## src/rtl/serial_sub_ctrl.sv

```systemverilog
// serial_sub_ctrl: bit-serial a-b-bin over one full-subtractor cell, LSB first, start/busy/done handshake.
// Define SERIAL_SUB_OVF_EN to add the registered signed-overflow output ovf.
module serial_sub_ctrl #(
  parameter int WIDTH = 8
) (
  input  logic             clk,
  input  logic             rst_n,
  input  logic             start,
  input  logic [WIDTH-1:0] a,
  input  logic [WIDTH-1:0] b,
  input  logic             bin,
  output logic             busy,
  output logic             done,
  output logic [WIDTH-1:0] diff,
  output logic             bout
`ifdef SERIAL_SUB_OVF_EN
  ,
  output logic             ovf
`endif
);
  localparam int CW = $clog2(WIDTH);
  typedef enum logic [1:0] {IDLE, RUN, FIN} state_t;
  state_t           state_q, state_d;
  logic [CW-1:0]    cnt_q, cnt_d;
  logic [WIDTH-1:0] a_q, a_d, b_q, b_d, diff_q, diff_d;
  logic [WIDTH-2:0] res_q, res_d;
  logic             br_q, br_d, bout_q, bout_d, ovf_q, ovf_d;
  logic             d_bit, br_n, last, accept;
  logic [WIDTH-1:0] res_full;
  always_comb begin
    d_bit    = a_q[0] ^ b_q[0] ^ br_q;
    br_n     = (~a_q[0] & b_q[0]) | (~a_q[0] & br_q) | (b_q[0] & br_q);
    res_full = {d_bit, res_q};
    last     = cnt_q == CW'(WIDTH - 1);
    accept   = start && state_q != RUN;
    state_d  = state_q;
    cnt_d    = cnt_q;
    a_d      = a_q;
    b_d      = b_q;
    res_d    = res_q;
    br_d     = br_q;
    diff_d   = diff_q;
    bout_d   = bout_q;
    ovf_d    = ovf_q;
    if (accept) begin
      state_d = RUN;
      cnt_d   = '0;
      a_d     = a;
      b_d     = b;
      br_d    = bin;
    end else if (state_q == RUN) begin
      a_d   = a_q >> 1;
      b_d   = b_q >> 1;
      res_d = res_full[WIDTH-1:1];
      br_d  = br_n;
      cnt_d = cnt_q + 1'b1;
      if (last) begin
        // After WIDTH-1 shifts bit 0 of the operand registers holds the original MSBs.
        state_d = FIN;
        diff_d  = res_full;
        bout_d  = br_n;
        ovf_d   = (a_q[0] != b_q[0]) && (d_bit != a_q[0]);
      end
    end else begin
      state_d = IDLE;
    end
  end
  always_ff @(posedge clk or negedge rst_n) begin
    if (!rst_n) begin
      state_q <= IDLE;
      cnt_q   <= '0;
      a_q     <= '0;
      b_q     <= '0;
      res_q   <= '0;
      br_q    <= 1'b0;
      diff_q  <= '0;
      bout_q  <= 1'b0;
      ovf_q   <= 1'b0;
    end else begin
      state_q <= state_d;
      cnt_q   <= cnt_d;
      a_q     <= a_d;
      b_q     <= b_d;
      res_q   <= res_d;
      br_q    <= br_d;
      diff_q  <= diff_d;
      bout_q  <= bout_d;
      ovf_q   <= ovf_d;
    end
  end
  assign busy = state_q == RUN;
  assign done = state_q == FIN;
  assign diff = diff_q;
  assign bout = bout_q;
`ifdef SERIAL_SUB_OVF_EN
  assign ovf = ovf_q;
`else
  logic unused_ovf;
  assign unused_ovf = ovf_q;
`endif
endmodule
```

## config.mk

```make
export PLATFORM = sky130hd
export DESIGN_NAME = serial_sub_ctrl
export DESIGN_NICKNAME = d
export VERILOG_FILES = /design/src/rtl/serial_sub_ctrl.sv
export SDC_FILE = /design/constraint.sdc
export NUM_CORES = 1
export LEC_CHECK = 0
export BUFFER_PORTS_ARGS = -buffer_cell sky130_fd_sc_hd__buf_2
export CAP_MARGIN = 0
export CORE_AREA = 5 5 67 69
export DETAILED_ROUTE_END_ITERATION = 10
export DIE_AREA = 0 0 72 74
export PLACE_DENSITY = 0.78
export SYNTH_ARGS = -nofsm -noshare
export SYNTH_HDL_FRONTEND = slang
export SYNTH_SLANG_ARGS = --single-unit
```

## constraint.sdc

```tcl
create_clock -name clk -period 1.68 [get_ports clk]
set_input_delay 0.336 -clock clk [delete_from_list [all_inputs] [get_ports clk]]
set_output_delay 0.336 -clock clk [all_outputs]
set_load 0.01 [all_outputs]
```

# == Word-level counts from Yosys, hierarchy flattened ==
# Index checks and enable logic that the tools add are counted.
# W data, S select, Z words.
# word_totals
ff_bits,38
output_inout_bits,11
# op_classes
eq_ne,5
bitwise,9
addsub,1
muxes,11
reduce_logical,4
# ops
op,n
$mux W8,4
$mux W2,3
$mux W3,2
$add A3 B1 Y3 const B,1
$and A1 B1 Y1,3
$eq A3 B3 Y1 const B,1
$ne A3 B1 Y1 const B,1
$reduce_and A3 Y1,1
$eq A2 B1 Y1 const B,1
$eq A2 B2 Y1 const B,1
$mux W1,2
$ne A2 B1 Y1 const B,1
$not A1 Y1,2
$or A1 B1 Y1,2
$reduce_and A2 Y1,1
$reduce_bool A2 Y1,1
$xor A1 B1 Y1,2
$logic_and A1 B1 Y1,1

# == Longest topological paths before layout ==
# depth
ltp_word,6
mapped_depth,5
depth_no_buf,4

# == Worst setup path after synthesis ==
# Ideal clock, no wire load.
# synth_timing
path_type,register to register
from,reg cnt_q[0]
to,"reg bout_q, in the netlist bout"
stages_incl_launch_ff,6
setup_slack_ns,0.198
arrival_time_ns,1.357
required_time_ns,1.555
path_cell_list,dfrtp_1 -> ha_1 -> ha_1 -> nand3b_1 -> buf_2 -> mux2_2
# synth_between
elab_chain_len,2
# synth_rtl
item,line,source
start: declaration,24,"logic [CW-1:0] cnt_q, cnt_d;"
start signal: assignment,81,cnt_q <= cnt_d;
$eq A3 B3 Y1,34,last = cnt_q == CW'(WIDTH - 1);
$reduce_and A3 Y1 (no source line),--,
end signal: assignment,87,bout_q <= bout_d;
end: declaration,27,"logic br_q, br_d, bout_q, bout_d, ovf_q, ovf_d;"
# No other way between the ends.
# A chain may end at the register's enable or synchronous reset.

# == Final worst setup path ==
# layout_timing
from,reg cnt_q[0]
to,"reg diff_q[0], in the netlist diff[0]"
# layout_between
elab_chain_len,2
# layout_rtl
item,line,source
$eq A3 B3 Y1,34,
$reduce_and A3 Y1 (no source line),--,
end signal: assignment,86,diff_q <= diff_d;
end: declaration,25,"logic [WIDTH-1:0] a_q, a_d, b_q, b_d, diff_q, diff_d;"
# No other way between the ends.

==> summary.md <==
| Metric | Value |
|---|---|
| Clock-pin transition on the worst setup and hold timing paths | 0.07 ns |
| Antenna violations before repair | 0 |
| Die area | 5330 µm² |
| Worst path cell trace | ha_1 > ha_1 > nand3b_1 > buf_12 > mux2_2 |
| CP Launch Type | flip-flop |
| Met3 usage | 5.14% |
| Levels on crit path | 5 |
| Clock Tree Root | clkbuf_8 |
| Yosys reg bits | 38 |
| Nets | 174 |
| Max-cap viol count | 0 |
| # fillers | 325 |
| Site Rows | 23 |
| Setup TNS | 0 ns |
| Avg WL per Cell | 15.1 µm |
| Synth async-reset ratio | 100% |
| Initial Utilization | 47.1% |
| Global Route Usage Sum | 13.0% |
| Clock sink count | 38 |
| Dpl cells | 191 |
| Via count | 991 |
| Slew Limit Fails | 0 |
| Final hold vios | 0 |
| Die Wd | 72 µm |
| GR peak layer | met2 |
| Worst path max stage delay | 0.40 ns |
| Antenna Cells | 0 |
| Unique masters post-synth | 13 |
| Post-synth EDFFs | 0 |
| Main synth FF type | dfrtp_1 |
| Area Overhead vs Synth | 20.7% |
| CP endpoint kind | flip-flop |
| Finished Layout Cells | 202 |
| First-pass GRT wire length | 5290 µm |
| Cell count after synthesis | 113 |
| Gpl congestion | 0.662 |
| Dpl ws | -0.0410 ns |
| Final setup viols | 0 |
| Fin crit share | 93.3% |
| Post-route ant nets | 0 |
| RSZ-0062 raised after global routing | false |
| Max Clock Skew | 0.00500 ns |
| Share of cells above drive strength 1 | 60.5% |
| Post-DP HPWL | 2070 µm |
| Clock Path Buffers | 2 |
| Cell Area, Synth | 1820 µm² |
| Slowest CP cell | dfrtp_1 |
| Grt met2 use | 20.6% |
| IO Count | 31 |
| Iter 0 DRT Violations | 23 |
| CP Buf/Inv Count | 1 |
| Synth top cells by count | 38 x dfrtp_1, 30 x mux2_4, 16 x mux2_2 |
| GR Overflow Total | 0 |
| Peak supply drop | 0.920 mV |
| Design area | 2190 µm² |
| Crit path kind | flip-flop to flip-flop |
| Worst path most repeated cell | ha_1 |
| Synth warn | 0 |
| Number of H-tree levels | 2 |
| Most frequent cell after synthesis | dfrtp_1 |
| Final WS setup | 0.112 ns |
| Fmax | 638 MHz |
| Top Family by Delay on Critical Path | adder cells |
| Leak | 1.10 nW |
| Worst Tran Pin Value | 0.476 ns |
| Later-pin clock latency in the skew report | 0.29 ns |
| Number of global-route vias before repair | 1096 |
| Drt via density | 4.91 |
| Buffers on Ports | 30 |
| Total wire length | 3050 µm |
| Synth Net Count | 136 |
| Power Dens Cells | 1800 nW/µm² |
| Num CTS Buffers | 5 |
| TritonCTS clock tree | yes |
| Pre-antenna DRT Iters | 2 |
| Slew margin rel. | 68.3% |
| Register area | 951 µm² |
| Synth top area share | 52.3% |
| Critical path peak fanout | 9 |
| Yosys top cell by area | dfrtp_1 |
| Hold crit path type | input pin to async pin |
| Critical Path RT | 1.85 ns |
| Largest net degree at the start of global routing | 39 |
| Reg2reg path depth | 5 |
| Crit path time final | 1.57 ns |
| Crit path DAT | 1.74 ns |
| Core ar. | 3860 µm² |
| DRC errors left | 0 |
| Multi-input gate area | 790 µm² |
| Area after DPL | 2020 µm² |
| Sequential area share after synthesis | 52.3% |
| DIE HEIGHT | 74 µm |
| Ranking of synthesized cells by area | dfrtp_1 52%, mux2_4 25%, mux2_2 9.9% |
| GRT met1 Usage | 16.8% |
| Status | finished, final reports clean |
| Synth Area per Inst | 16.1 µm² |
flip-flops by register name (all words and copies together) (netlist names):
register  count
state_q       2
br_q          1
res_q         7
a_q           8
bout          1
diff          8
cnt_q         3
b_q           8
worst paths after layout:
path | from | slack (ns) | end
max in group asynchronous | rst_n | 1.25 | b_q[7]$_DFFE_PN0P_
hold reg to reg | cnt_q[0]$_DFFE_PN0P_ | 0.49 | cnt_q[0]$_DFFE_PN0P_
hold / removal | rst_n | 0.09 | res_q[3]$_DFFE_PN0P_
setup reg to reg | cnt_q[0]$_DFFE_PN0P_ | 0.11 | diff[0]$_DFFE_PN0P_
setup / recovery | cnt_q[0]$_DFFE_PN0P_ | 0.11 | diff[0]$_DFFE_PN0P_
min in group clk | a[7] | 0.30 | a_q[7]$_DFFE_PN0P_
cell type report:
type | count | area share (%)
multi-input cells | 63 | 36.0
well taps | 50 | 2.85
flip-flops and latches | 38 | 43.4
repair buffers | 37 | 11.8
inverters | 6 | 1.03
clock buffers | 8 | 5.02
placed cells by master (no fill, tap or decap), drive strengths merged:
cell type,count
mux2,46
nand2b,2
nor2,2
nand3b,1
fa,1
nor2b,3
mux2i,6
ha,2
inv,6
dfrtp,38
clkbuf,9
buf,36
through the flow:
stage	power [mW]	hold slack, ns	utilization (%)
3_5_place_dp	3.14	0.412	52.5
3_3_place_gp	3.05	0.400	52.5
2_1_floorplan	2.77	0.0404	-
6_report	3.95	0.0917	56.9
4_1_cts	3.92	0.0991	56.0
5_1_grt	4.22	0.139	56.9
cells by family (layout without fill, tap and decap cells):
family        Yosys count  after routing  share of synthesized area [%]
mux                    52             52                           38.0
flops                  38             38                           52.3
buf+inv                12             51                           4.61
simple gates            8              8                           2.55
fa+ha+maj               3              3                           2.48
timing repair:
| item | CTS | global route |
|---|---|---|
| endpoints found under the setup margin | 8 | 1 |
| cloned | 0 | 1 |
| hold buffers | 0 | 0 |
| resized for setup | 0 | 2 |
| setup buffers | 2 | 0 |
routing by layer:
metal  share of wire [%]  vias to the layer above
met5                   0                        -
met4                 1.0                        0
met3                 7.3                        3
met2                  48                       31
met1                  44                      495
li1                    -                      462
power breakdown:
part | internal (mW) | leakage [nW] | switching (mW)
Clock | 0.414 | 0.0575 | 0.306
Sequential | 1.33 | 0.471 | 0.233
Combinational | 1.06 | 0.576 | 0.605
Total | 2.80 | 1.10 | 1.14
Power figures use the tool's default switching activity.
